[config.mk]
export PLATFORM = sky130hd
export DESIGN_NAME = popcount_accumulator_flat
export DESIGN_NICKNAME = d
export VERILOG_FILES = /design/src/rtl/popcount_accumulator_if.sv /design/src/rtl/popcount_accumulator.sv /design/src/flat_wrapper.sv
export SDC_FILE = /design/constraint.sdc
export NUM_CORES = 1
export LEC_CHECK = 0
export BUFFER_PORTS_ARGS = -buffer_cell sky130_fd_sc_hd__buf_2
export CAP_MARGIN = 30
export CORE_AREA = 2 2 56 97
export CTS_BUF_LIST = sky130_fd_sc_hd__clkbuf_2 sky130_fd_sc_hd__clkbuf_4 sky130_fd_sc_hd__clkbuf_8
export DETAILED_ROUTE_END_ITERATION = 7
export DIE_AREA = 0 0 58 99
export HOLD_SLACK_MARGIN = 0.06
export PLACE_DENSITY = 0.45
export SLEW_MARGIN = 20
export SYNTH_ARGS = -nofsm -noshare
export SYNTH_HDL_FRONTEND = slang
export SYNTH_SLANG_ARGS = --single-unit
[constraint.sdc]
create_clock -name clk -period 4.7 [get_ports clk]
set_clock_uncertainty 0.2 [all_clocks]
set_input_delay 0 -clock clk [delete_from_list [all_inputs] [get_ports clk]]
set_output_delay 0 -clock clk [all_outputs]
set_load 0.02 [all_outputs]
[src/rtl/popcount_accumulator_if.sv]
// popcount_accumulator_if: word input and frame-result output handshakes for popcount_accumulator
interface popcount_accumulator_if #(
    parameter int POS_W = 4,
    parameter int ACC_W = 8,
    parameter int CNT_W = 5
);
    logic             in_valid;
    logic             in_ready;
    logic [POS_W-1:0] in_count;
    logic             in_last;
    logic             out_valid;
    logic             out_ready;
    logic [ACC_W-1:0] out_total;
    logic [CNT_W-1:0] out_words;
    logic             out_overflow;

    modport master (
        output in_valid, in_count, in_last, out_ready,
        input  in_ready, out_valid, out_total, out_words, out_overflow
    );

    modport slave (
        input  in_valid, in_count, in_last, out_ready,
        output in_ready, out_valid, out_total, out_words, out_overflow
    );
endinterface

[src/rtl/popcount_accumulator.sv]
// popcount_accumulator: sums per-word ones-counts over a frame; POPCOUNT_ACC_SATURATE_EN clamps instead of wrapping
module popcount_accumulator #(
    parameter int DATA_W    = 10,
    parameter int POS_W     = $clog2(DATA_W) + int'($clog2(DATA_W) != $clog2(DATA_W)),
    parameter int FRAME_LEN = 16,
    parameter int ACC_W     = 8,
    parameter int CNT_W     = $clog2(FRAME_LEN + 1)
) (
    input logic                  clk,
    input logic                  rst,
    popcount_accumulator_if.slave bus
);
    typedef enum logic {ACCUM, DONE} state_t;

    state_t           state_q, state_d;
    logic             in_ready_q, in_ready_d;
    logic [ACC_W-1:0] acc_q, acc_d, total_q, total_d;
    logic [CNT_W-1:0] cnt_q, cnt_d, words_q, words_d;
    logic             ovf_q, ovf_d, oflow_q, oflow_d;
    logic [ACC_W:0]   sum;
    logic [ACC_W-1:0] acc_next;
    logic             ovf_next, accept, close;

    assign bus.in_ready     = in_ready_q;
    assign bus.out_valid    = state_q == DONE;
    assign bus.out_total    = total_q;
    assign bus.out_words    = words_q;
    assign bus.out_overflow = oflow_q;

    // Widened add so the carry out marks overflow; the flag is sticky for the frame
    always_comb begin
        sum      = {1'b0, acc_q} + {{(ACC_W + 1 - POS_W){1'b0}}, bus.in_count};
        ovf_next = ovf_q | sum[ACC_W];
`ifdef POPCOUNT_ACC_SATURATE_EN
        acc_next = ovf_next ? {ACC_W{1'b1}} : sum[ACC_W-1:0];
`else
        acc_next = sum[ACC_W-1:0];
`endif
    end

    // Frame FSM: accumulate words, latch the result on close, hold it until taken
    always_comb begin
        state_d = state_q;
        acc_d   = acc_q;
        cnt_d   = cnt_q;
        ovf_d   = ovf_q;
        total_d = total_q;
        words_d = words_q;
        oflow_d = oflow_q;
        accept  = in_ready_q && bus.in_valid;
        close   = accept && (bus.in_last || cnt_q == CNT_W'(FRAME_LEN - 1));
        if (state_q == ACCUM) begin
            if (accept) begin
                acc_d = acc_next;
                cnt_d = cnt_q + CNT_W'(1);
                ovf_d = ovf_next;
            end
            if (close) begin
                state_d = DONE;
                total_d = acc_next;
                words_d = cnt_q + CNT_W'(1);
                oflow_d = ovf_next;
            end
        end else if (bus.out_ready) begin
            state_d = ACCUM;
            acc_d   = '0;
            cnt_d   = '0;
            ovf_d   = 1'b0;
        end
        in_ready_d = state_d == ACCUM;
    end

    // State registers with synchronous reset discarding any partial frame or pending result
    always_ff @(posedge clk) begin
        if (rst) begin
            state_q    <= ACCUM;
            in_ready_q <= 1'b0;
            acc_q      <= '0;
            cnt_q      <= '0;
            ovf_q      <= 1'b0;
            total_q    <= '0;
            words_q    <= '0;
            oflow_q    <= 1'b0;
        end else begin
            state_q    <= state_d;
            in_ready_q <= in_ready_d;
            acc_q      <= acc_d;
            cnt_q      <= cnt_d;
            ovf_q      <= ovf_d;
            total_q    <= total_d;
            words_q    <= words_d;
            oflow_q    <= oflow_d;
        end
    end
endmodule

[src/flat_wrapper.sv]
// flat-port wrapper written by rule: the top's interface ports become plain ports
module popcount_accumulator_flat 
#(
    parameter int DATA_W    = 10,
    parameter int POS_W     = $clog2(DATA_W) + int'($clog2(DATA_W) != $clog2(DATA_W)),
    parameter int FRAME_LEN = 16,
    parameter int ACC_W     = 8,
    parameter int CNT_W     = $clog2(FRAME_LEN + 1)
)
  (clk, rst, bus_in_valid, bus_in_count, bus_in_last, bus_out_ready, bus_in_ready, bus_out_valid, bus_out_total, bus_out_words, bus_out_overflow);
  popcount_accumulator_if #(.POS_W(POS_W), .ACC_W(ACC_W), .CNT_W(CNT_W)) bus_i ();
  input logic clk;
  input logic rst;
  input wire logic [$bits(bus_i.in_valid)-1:0] bus_in_valid;
  input wire logic [$bits(bus_i.in_count)-1:0] bus_in_count;
  input wire logic [$bits(bus_i.in_last)-1:0] bus_in_last;
  input wire logic [$bits(bus_i.out_ready)-1:0] bus_out_ready;
  output wire logic [$bits(bus_i.in_ready)-1:0] bus_in_ready;
  output wire logic [$bits(bus_i.out_valid)-1:0] bus_out_valid;
  output wire logic [$bits(bus_i.out_total)-1:0] bus_out_total;
  output wire logic [$bits(bus_i.out_words)-1:0] bus_out_words;
  output wire logic [$bits(bus_i.out_overflow)-1:0] bus_out_overflow;
  assign bus_i.in_valid = bus_in_valid;
  assign bus_i.in_count = bus_in_count;
  assign bus_i.in_last = bus_in_last;
  assign bus_i.out_ready = bus_out_ready;
  assign bus_in_ready = bus_i.in_ready;
  assign bus_out_valid = bus_i.out_valid;
  assign bus_out_total = bus_i.out_total;
  assign bus_out_words = bus_i.out_words;
  assign bus_out_overflow = bus_i.out_overflow;
  popcount_accumulator #(.DATA_W(DATA_W), .POS_W(POS_W), .FRAME_LEN(FRAME_LEN), .ACC_W(ACC_W), .CNT_W(CNT_W)) u_core (.clk(clk), .rst(rst), .bus(bus_i));
endmodule
Yosys cells after proc, flatten, opt, wreduce, memory -nomap -nowiden:

Index checks and enable logic that the tools add are counted.

* multiplexer cells: 12
* reduce and logical (&&, ||, !) cells: 6
* bitwise gates (word level): 3
* add/subtract/negate cells: 2
* equal/unequal tests: 2

Operator list (number)
* $mux W8: 3
* $mux W5: 3
* $add A8 B4 Y9: 1
* $mux W1: 6
* $add A5 B1 Y5 const B: 1
* $eq A5 B4 Y1 const B: 1
* $reduce_and A2 Y1: 2
* $logic_and A1 B1 Y1: 2
* $ne A2 B2 Y1 const B: 1
* $not A1 Y1: 2
* $reduce_bool A2 Y1: 1
* $logic_or A1 B1 Y1: 1
* $or A1 B1 Y1: 1

* logic and storage cells: 33
* output and inout bits: 16
* register bits: 30

Logic depth before layout (Yosys ltp):

Gate-level depths: netlist (run 1).

* depth after elaboration: 6
* mapped depth: 8
* depth with buffers taken out: 7

Worst setup path after synthesis (run 1):

OpenSTA, ideal clock, no wires.

* path type: register to register
* start: register u_core.acc_q[0]
* end: register u_core.oflow_q (netlist: u_core.bus.out_overflow)
* path slack: 2.747 ns
* data arrival time: 1.622 ns
* buffers on the path: 0
* data required time: 4.369 ns
* stages on the path, launching flop included: 7
* setup time: 0.131 ns
* clock period less this slack: 1.953 ns
* path through: dfxtp_1 > ha_1 > fa_1 > a211oi_1 > nor2_1 > a311oi_1 > nor3_1

* longest elaborated chain between the ends: 2

Ends and longest elaborated chain
* from (decl): RTL line popcount_accumulator.sv:17 `logic [ACC_W-1:0] acc_q, acc_d, total_q, total_d;`
* from (signal assigned): RTL line popcount_accumulator.sv:78 `acc_q <= '0;`
* from (signal assigned): RTL line popcount_accumulator.sv:87 `acc_q <= acc_d;`
* $add A8 B4 Y9: RTL line popcount_accumulator.sv:32 `sum = {1'b0, acc_q} + {{(ACC_W + 1 - POS_W){1'b0}}, bus.in_count};`
* $or A1 B1 Y1: RTL line popcount_accumulator.sv:33 `ovf_next = ovf_q | sum[ACC_W];`
* to (signal assigned): RTL line popcount_accumulator.sv:92 `oflow_q <= oflow_d;`
* to (decl): RTL line popcount_accumulator.sv:19 `logic ovf_q, ovf_d, oflow_q, oflow_d;`

No other way between the ends.
A chain may end at the register's enable or synchronous reset.

Worst setup path in the final report (run 1):

* start: register u_core.cnt_q[0]
* end: register u_core.total_q[7] (netlist: u_core.bus.out_total[7])

* longest elaborated chain between the ends: 4

Ends and longest elaborated chain
* from (decl): RTL line popcount_accumulator.sv:18 `logic [CNT_W-1:0] cnt_q, cnt_d, words_q, words_d;`
* from (signal assigned): RTL line popcount_accumulator.sv:88 `cnt_q <= cnt_d;`
* $eq A5 B4 Y1: RTL line popcount_accumulator.sv:51 `close = accept && (bus.in_last || cnt_q == CNT_W'(FRAME_LEN - 1));`
* $logic_or A1 B1 Y1: RTL line popcount_accumulator.sv:51
* $logic_and A1 B1 Y1: RTL line popcount_accumulator.sv:51
* $reduce_and A2 Y1 (no source line)
* to (signal assigned): RTL line popcount_accumulator.sv:90 `total_q <= total_d;`
* to (decl): RTL line popcount_accumulator.sv:17

No other way between the ends.

==> results.py, run 1 <==
metrics = {
    "logic_synthesis": {
        "synth_flop_cell": "dfxtp_1",
        "synth_area_leaders": "dfxtp_1 (42%), nor2_1 (6.3%), ha_1 (5.2%)",
        "ys_seq_elements": 30,
        "netlist.area_leader.share": 0.418,
        "yosys.area.top_type": "dfxtp_1",
        "ys_types": 44,
        "synth_edf_count": 0,
        "synth.net_count": 183,
        "syn_area_per_cell_um2": 8.59,
        "synth_warnings": 0,
        "synth-async-reset-ratio": 0,
        "syn_area_um2": 1440,
        "ys_seq_area_frac": 0.418,
        "syn_inst": 167,
    },
    "sta": {
        "clock.fmax_mhz": 432,
        "setup_tns_ns": 0,
        "fin_crit_ns": 2.31,
        "rsz0062_at_grt": "no",
        "finalSetupViolations": 0,
        "slew_headroom": 0.479,
        "tightestPinTransition_ns": 0.781,
        "hold_violations": 0,
        "slew_viol_final": 0,
        "final.period_utilization": 0.492,
    },
    "cts": {
        "htreeDepth": 2,
        "cts.sinks": 30,
        "insertion_delay_ns": 0.28,
        "cts_resized": 0,
        "root_buffer": "clkbuf_8",
        "clock_path_buffers": 2,
        "cts_made_buffers": 5,
        "cts_tree": "built",
        "clkTransAtPathRegs_ns": 0.06,
    },
    "floorplan": {
        "core_um2": 4930,
        "fp-row-count": 34,
        "die_area_um2": 5740,
        "die_w_um": 58,
        "io_pins": 25,
        "die_h_um": 99,
        "initial_core_util": 0.291,
    },
    "worst_setup_path": {
        "end_kind": "flop",
        "crit_buf_inv": 0,
        "critPathKind": "reg2reg",
        "path_cells": "ha_1 > and3_1 > ha_1 > nor2_1 > nor2_2 > nor2_1 > a311oi_2",
        "reg2reg_from": "u_core.cnt_q[0]$_SDFFE_PP0P_",
        "critPathLaunch": "u_core.cnt_q[0]$_SDFFE_PP0P_",
        "required_ns": 4.70,
        "cp_slowest_cell": "nor2_2",
        "cp_data_arrival_time_ns": 2.31,
        "cp_top_family": "simple AND/OR/NAND/NOR gates",
        "startpoint_type": "flop",
        "max_stage_delay_ns": 0.61,
        "crit_fanout": 19,
    },
    "placed_design": {
        "port_buffers": 24,
        "gp_congestion": 0.769,
        "hpwl_um": 2530,
        "dpl-instance-area_um2": 1580,
    },
    "detailed_routing": {
        "drt-pass1-iter-count": 4,
        "drc": 0,
        "vias_per_cell": 5.27,
        "vias": 1302,
        "wl_per_cell_um": 14.5,
        "drtIter0Drc": 29,
        "wl_um": 3580,
        "ant_nets": 0,
    },
    "pwr": {
        "ir_drop_mv": 0.141,
        "powerDensity_nw_per_um2": 320,
        "p_leak_nw": 0.686,
    },
    "layout": {
        "fin_util": 0.348,
        "design_area_um2": 1720,
        "final-seq-area_um2": 601,
        "multi_input_area_um2": 787,
        "drive_gt1_frac": 0.207,
        "num-fill-cells": 514,
        "mostFrequentLayoutCell": "dfxtp_1",
        "nNetsFinal": 210,
        "diodes": 0,
        "syn_to_final_growth_pct": 19.5,
        "mostFrequentLayoutCells": "dfxtp_1 (30), nor2_1 (24), buf_2 (24)",
    },
    "global_routing": {
        "antenna_found_initial": 0,
        "grt_use_total": 0.134,
        "grt_max_degree": 36,
        "grt_pass1_wl_um": 5880,
        "grt_pass1_vias": 1221,
        "grt_overflow": 0,
    },
    "status": {
        "outcome": "finished, final reports clean",
    },
    "hold_path": {
        "hold_start": "bus_in_count[3]",
        "hp-class": "in2reg",
    },
    "job": {
        "drv_cap": 0,
    },
}
## per-stage QoR
| stage | setup slack [ns] | hold WS (ns) | power [mW] | cells |
|---|---|---|---|---|
| global route | 2.21 | 0.157 | 0.574 | 247 |
| detailed placement | 2.36 | 0.129 | 0.345 | 236 |
| global placement | 2.42 | 0.115 | 0.343 | 236 |
| finish | 2.39 | 0.0967 | 0.548 | 247 |
| floorplan | 2.75 | -0.0205 | 0.323 | 167 |
| CTS | 2.36 | 0.0916 | 0.555 | 247 |
## where the power goes
group,internal (mW),switching (mW)
Sequential,0.264,0.00599
Clock,0.113,0.0935
Combinational,0.0271,0.0449
Total,0.404,0.144
## logic make-up after synthesis
family | count (synthesis) | share of synthesized area
and+or+nand+nor | 73 | 0.249
buffers and inverters | 11 | 0.0331
AOI/OAI and AO/OA | 40 | 0.194
xor gates and xnor gates | 5 | 0.0305
adders and majority gates | 7 | 0.0663
DFF | 30 | 0.418
muxes | 1 | 0.00785
## final timing paths
path                                                              to  slack, ns  depth (start not counted)
worst max-delay path            u_core.bus.out_total[7]$_SDFFE_PP0P_       2.39                          7
worst min-delay path                    u_core.acc_q[4]$_SDFFE_PP0P_        0.1                          5
worst max register to register  u_core.bus.out_total[7]$_SDFFE_PP0P_       2.39                          7
worst min register to register  u_core.bus.out_words[1]$_SDFFE_PP0P_       0.25                          2
## synthesized netlist by cell type (4+ instances only)
library cell	n
a211oi_1	6
a21oi_1	14
clkbuf_1	5
dfxtp_1	30
ha_1	6
nand2_1	15
nand3_1	5
nand3b_1	4
nor2_1	24
nor3_1	9
xnor2_1	5
## worst min-delay path, delay by kind of cell
kind                       cells  cell delay, ns
AOI/OAI and AO/OA              2            0.18
adders and majority gates      1            0.20
buffers and inverters          1            0.08
and+or+nand+nor                1            0.07
## routing by layer
metal	up-vias	global-route usage	part of all wire
met5	-	0	0
met2	25	0.229	0.50
met4	0	0.0716	0.029
li1	653	-	-
met1	615	0.154	0.43
met3	9	0.0236	0.033
## what timing repair did
item                                   in CTS  in global routing
hold buffers                                5                  0
endpoints found under the hold margin      15                  0
setup buffers                               0                  0
## area by class of cell
cell class	instances	area share
Multi-Input combinational cell	126	0.459
Inverter	2	0.00438
Sequential cell	30	0.350
Timing Repair Buffer	29	0.0992
Clock buffer	6	0.0481
Tap cell	54	0.0394
## state kept, by name (all words and copies together), names as in the netlist
name,flops
u_core.acc_q,8
u_core.bus.in_ready,1
u_core.bus.out_overflow,1
u_core.bus.out_total,8
u_core.bus.out_valid,1
u_core.bus.out_words,5
u_core.cnt_q,5
u_core.ovf_q,1
Note: power is estimated with default switching activity, not from simulation.
==> run 2, diff against run 1 <==
--- a/config.mk
+++ b/config.mk
@@ -5,6 +5,7 @@
 export SDC_FILE = /design/constraint.sdc
 export NUM_CORES = 1
 export LEC_CHECK = 0
+export ABC_AREA = 1
 export BUFFER_PORTS_ARGS = -buffer_cell sky130_fd_sc_hd__buf_2
 export CAP_MARGIN = 30
 export CORE_AREA = 2 2 56 97
==> constraint.sdc (replaced) <==
create_clock -name clk -period 2.2 [get_ports clk]
set_clock_uncertainty 0.2 [all_clocks]
set_input_delay 0 -clock clk [delete_from_list [all_inputs] [get_ports clk]]
set_output_delay 0 -clock clk [all_outputs]
set_load 0.02 [all_outputs]
==> results.py, run 2 <==
metrics = {
    "floorplan": {
        "initial_core_util": 0.291,
        "die_area_um2": 5740,
        "die_h_um": 99,
        "io_pins": 25,
        "die_w_um": 58,
        "core_um2": 4930,
        "fp-row-count": 34,
    },
    "hold_path": {
        "hp-class": "in2reg",
    },
    "job": {
        "drv_cap": 0,
    },
    "worst_setup_path": {
        "max_stage_delay_ns": 0.53,
        "path_cells": "dlygate4sd3_1 > buf_2 > ha_1 > fa_1 > nand3_1 > nand2_1 > nand2_1 > o21bai_1 > o21ai_0 > inv_1",
        "cp_data_arrival_time_ns": 1.91,
        "end_kind": "flop",
        "startpoint_type": "input port",
        "required_ns": 2.18,
        "cp_top_family": "buffers and inverters",
        "critPathKind": "in2reg",
        "cp_slowest_cell": "dlygate4sd3_1",
        "crit_top_cell": "nand2_1",
        "crit_buf_inv": 3,
        "crit_fanout": 3,
    },
    "global_routing": {
        "antenna_found_initial": 0,
        "grt_pass1_vias": 1263,
        "grt_use_total": 0.130,
        "grt_overflow": 0,
        "grt_max_degree": 21,
        "grt_pass1_wl_um": 5650,
    },
    "cts": {
        "post-cts-setup-buffers": 0,
        "cts_resized": 0,
        "holdBufCountCts": 7,
        "cts_tree": "built",
        "htreeDepth": 2,
        "cts.sinks": 30,
        "cts_made_buffers": 5,
        "root_buffer": "clkbuf_8",
        "clock_path_buffers": 2,
        "insertion_delay_ns": 0.28,
        "clkTransAtPathRegs_ns": 0.06,
    },
    "placed_design": {
        "port_buffers": 24,
        "gp_congestion": 0.749,
        "hpwl_um": 2500,
        "post-place-ws_ns": 0.292,
    },
    "logic_synthesis": {
        "ys_seq_area_frac": 0.418,
        "synth_common_cells": "nand2_1 (56), dfxtp_1 (30), a21oi_1 (20)",
        "yosysMostFrequentCell": "nand2_1",
        "syn_area_per_cell_um2": 7.44,
        "synth_warnings": 0,
        "ys_types": 29,
        "synth.net_count": 209,
        "netlist.area_leader.share": 0.418,
        "yosys.area.top_type": "dfxtp_1",
        "synth_area_leaders": "dfxtp_1 (42%), nand2_1 (15%), a21oi_1 (7.0%)",
        "syn_area_um2": 1440,
        "synth_edf_count": 0,
        "syn_inst": 193,
        "synth-async-reset-ratio": 0,
        "ys_seq_elements": 30,
        "synth_flop_cell": "dfxtp_1",
    },
    "layout": {
        "fin_util": 0.358,
        "mostFrequentLayoutCells": "nand2_1 (56), dfxtp_1 (30), buf_2 (24)",
        "diodes": 0,
        "mostFrequentLayoutCell": "nand2_1",
        "num-fill-cells": 554,
        "drive_gt1_frac": 0.189,
        "nNetsFinal": 242,
        "syn_to_final_growth_pct": 23.2,
    },
    "sta": {
        "clock.fmax_mhz": 517,
        "finalSetupViolations": 0,
        "slew_viol_final": 0,
        "rsz0062_at_grt": "no",
        "final.period_utilization": 0.879,
        "setup_tns_ns": 0,
        "slew_headroom": 0.709,
        "fin_crit_ns": 1.93,
        "timing.final.ws_setup_ns": 0.267,
        "tightestPinTransition_ns": 0.436,
        "hold_violations": 0,
    },
    "detailed_routing": {
        "wl_um": 3330,
        "wl_per_cell_um": 11.8,
        "drt-pass1-iter-count": 4,
        "vias": 1303,
        "drc": 0,
        "drtIter0Drc": 18,
        "vias_per_cell": 4.64,
        "ant_nets": 0,
    },
    "status": {
        "outcome": "finished, final reports clean",
    },
    "pwr": {
        "p_leak_nw": 0.829,
        "powerDensity_nw_per_um2": 711,
        "ir_drop_mv": 0.462,
    },
}
==> run 2: worst min-delay path, stage by stage <==
cell     delay, ns
buf_2         0.09
ha_1          0.21
xor2_1        0.11
nand2_1       0.06
a21oi_1       0.05
==> run 2: cells by family after synthesis <==
logic type,after synthesis,share of synthesized area
simple gates,95,0.282
compound gates,31,0.124
fa+ha+maj,7,0.0663
xor+xnor,4,0.0244
buf+inv,26,0.0846
flops,30,0.418
==> run 2: worst paths after layout <==
| path | startpoint | to | slack [ns] | depth (start not counted) |
|---|---|---|---|---|
| setup / recovery | bus_in_count[0] | u_core.bus.out_overflow$_SDFFE_PP0P_ | 0.27 | 10 |
| hold / removal | bus_in_count[2] | u_core.acc_q[2]$_SDFFE_PP0P_ | 0.09 | 5 |
| setup reg to reg | u_core.cnt_q[0]$_SDFFE_PP0P_ | u_core.bus.out_overflow$_SDFFE_PP0P_ | 0.30 | 11 |
| hold reg to reg | u_core.cnt_q[4]$_SDFFE_PP0P_ | u_core.cnt_q[4]$_SDFFE_PP0P_ | 0.26 | 2 |
==> run 2: layout make-up <==
type	count	area, µm²	area share
clock buffers	8	110	0.0623
repair buffers	33	205	0.116
inverters	19	71.3	0.0403
multi-input cells	137	713	0.403
well taps	54	67.6	0.0382
flip-flops and latches	30	601	0.340
==> run 2: power by group <==
| part | leakage [nW] | internal [mW] | switching (mW) |
|---|---|---|---|
| Combinational | 0.528 | 0.0589 | 0.0944 |
| Sequential | 0.244 | 0.563 | 0.0128 |
| Clock | 0.0575 | 0.316 | 0.211 |
==> run 2: through the flow <==
stage | hold WS [ns] | area [µm²] | std cells | total power, mW
floorplan | -0.0196 | 1440 | 193 | 0.694
global placement | 0.0961 | 1590 | 266 | 0.737
detailed placement | 0.100 | 1590 | 266 | 0.736
CTS | 0.105 | 1770 | 281 | 1.28
global route | 0.157 | 1770 | 281 | 1.32
finish | 0.0915 | 1770 | 281 | 1.26
==> run 2: routing by layer <==
layer | wire length [µm] | part of all wire | up-vias | global-route usage
li1 | - | - | 680 | -
met1 | 1390 | 0.42 | 598 | 0.140
met2 | 1730 | 0.52 | 18 | 0.226
met3 | 83 | 0.025 | 7 | 0.0276
met4 | 115 | 0.035 | 0 | 0.0751
met5 | 0 | 0 | - | 0
==> run 3, diff against run 2 <==
--- a/config.mk
+++ b/config.mk
@@ -8,12 +8,12 @@
 export ABC_AREA = 1
 export BUFFER_PORTS_ARGS = -buffer_cell sky130_fd_sc_hd__buf_2
 export CAP_MARGIN = 30
-export CORE_AREA = 2 2 56 97
+export CORE_AREA = 2 2 101 54
 export CTS_BUF_LIST = sky130_fd_sc_hd__clkbuf_2 sky130_fd_sc_hd__clkbuf_4 sky130_fd_sc_hd__clkbuf_8
 export DETAILED_ROUTE_END_ITERATION = 7
-export DIE_AREA = 0 0 58 99
+export DIE_AREA = 0 0 103 56
 export HOLD_SLACK_MARGIN = 0.06
-export PLACE_DENSITY = 0.45
+export PLACE_DENSITY = 0.46
 export SLEW_MARGIN = 20
 export SYNTH_ARGS = -nofsm -noshare
 export SYNTH_HDL_FRONTEND = slang
==> results.py, run 3 (same netlist as run 2, synthesis figures left out) <==
metrics = {
    "status": {
        "outcome": "finished, final reports clean",
    },
    "cts": {
        "insertion_delay_ns": 0.28,
        "htreeDepth": 2,
        "cts_made_buffers": 5,
        "cts_tree": "built",
        "root_buffer": "clkbuf_8",
        "cts.sinks": 30,
        "clkTransAtPathRegs_ns": 0.06,
        "clock_path_buffers": 2,
        "post-cts-setup-buffers": 0,
    },
    "detailed_routing": {
        "vias_per_cell": 4.31,
        "wl_um": 3270,
        "drtIter0Drc": 41,
        "wl_per_cell_um": 11.1,
        "drc": 0,
        "vias": 1270,
        "drt-pass1-iter-count": 4,
        "ant_nets": 0,
    },
    "global_routing": {
        "antenna_found_initial": 0,
        "grt_pass1_vias": 1199,
        "grt_max_degree": 21,
        "grt_use_total": 0.126,
        "grt_overflow": 0,
        "grt_pass1_wl_um": 5650,
    },
    "floorplan": {
        "fp-row-count": 18,
        "core_um2": 4820,
        "io_pins": 25,
        "die_w_um": 103,
        "initial_core_util": 0.298,
        "die_area_um2": 5770,
        "die_h_um": 56,
    },
    "sta": {
        "fin_crit_ns": 1.95,
        "holdWs_ns": 0.0812,
        "finalSetupViolations": 0,
        "final.period_utilization": 0.885,
        "setup_tns_ns": 0,
        "tightestPinTransition_ns": 0.416,
        "slew_headroom": 0.722,
        "hold_violations": 0,
        "slew_viol_final": 0,
        "rsz0062_at_grt": "no",
        "clock.fmax_mhz": 514,
    },
    "worst_setup_path": {
        "critPathKind": "in2reg",
        "crit_fanout": 3,
        "cp_data_arrival_time_ns": 1.92,
        "required_ns": 2.18,
        "startpoint_type": "input port",
        "r2r_cells": 10,
        "end_kind": "flop",
    },
    "hold_path": {
        "whs_path_depth": 5,
        "hp-class": "in2reg",
    },
    "placed_design": {
        "hpwl_um": 2290,
        "gp_congestion": 0.779,
        "port_buffers": 24,
    },
    "layout": {
        "drive_gt1_frac": 0.187,
        "diodes": 0,
        "syn_to_final_growth_pct": 24.1,
        "mostFrequentLayoutCells": "nand2_1 (56), dfxtp_1 (30), buf_2 (24)",
        "nNetsFinal": 241,
        "mostFrequentLayoutCell": "nand2_1",
    },
    "pwr": {
        "total_power_mw": 1.29,
        "powerDensity_nw_per_um2": 727,
        "p_leak_nw": 0.823,
        "ir_drop_mv": 0.255,
    },
    "job": {
        "drv_cap": 0,
    },
}
run 3: cell count changes in the layout (fill, tap and decap cells not counted):
cell and change:
bufinv_16 +1, clkbuf_8 -2, dlygate4sd3_1 -1
run 3: critical path, cell delays in order:
cell,delay (ns)
dlygate4sd3_1,0.54
buf_2,0.12
ha_1,0.24
fa_1,0.42
nand3_1,0.10
nand2_1,0.10
nand2_1,0.10
o21bai_1,0.09
o21ai_0,0.16
inv_1,0.05
run 3: repair_timing:
action                                 in CTS  in global routing
endpoints found under the hold margin      17                  0
gates resized for setup                     0                  0
hold buffers                                6                  0
run 3: per-layer routing:
layer / part of all wire / wire [µm] / track usage / vias up
li1: - / - / - / 679
met1: 0.53 / 1720 / 0.175 / 570
met2: 0.43 / 1400 / 0.178 / 17
met3: 0.032 / 104 / 0.0377 / 4
met4: 0.013 / 43 / 0.0564 / 0
met5: 0 / 0 / 0 / -
run 3: worst paths after layout:
kind                                 from                                   end  slack [ns]
max reg2reg  u_core.cnt_q[0]$_SDFFE_PP0P_  u_core.bus.out_total[3]$_SDFFE_PP0P_        0.28
min                       bus_in_count[2]          u_core.acc_q[2]$_SDFFE_PP0P_        0.08
min reg2reg  u_core.cnt_q[4]$_SDFFE_PP0P_          u_core.cnt_q[4]$_SDFFE_PP0P_        0.26
max                       bus_in_count[0]  u_core.bus.out_overflow$_SDFFE_PP0P_        0.25
run 3: where the power goes:
part           leakage [nW]  internal, mW  switching (mW)
sequential            0.244         0.563          0.0122
combinational         0.522        0.0573          0.0954
clock                0.0573         0.362           0.204
run 3: layout make-up:
class / count / area [µm²]
clock inverters: 1 / 30.0
clock buffers: 6 / 82.6
repair buffers: 32 / 195
inverters: 19 / 71.3
well taps: 70 / 87.6
flip-flops and latches: 30 / 601
fillers: 545 / 3040
multi-input cells: 137 / 713
run 3: metrics by stage:
step | cell area, µm² | setup slack [ns] | std cells | utilization
6_report | 1780 | 0.254 | 295 | 0.369
5_1_grt | 1780 | 0.0672 | 295 | 0.369
4_1_cts | 1780 | 0.263 | 295 | 0.369
3_5_place_dp | 1610 | 0.291 | 282 | 0.334
3_3_place_gp | 1610 | 0.344 | 282 | 0.334
2_1_floorplan | 1440 | 0.487 | 193 | -
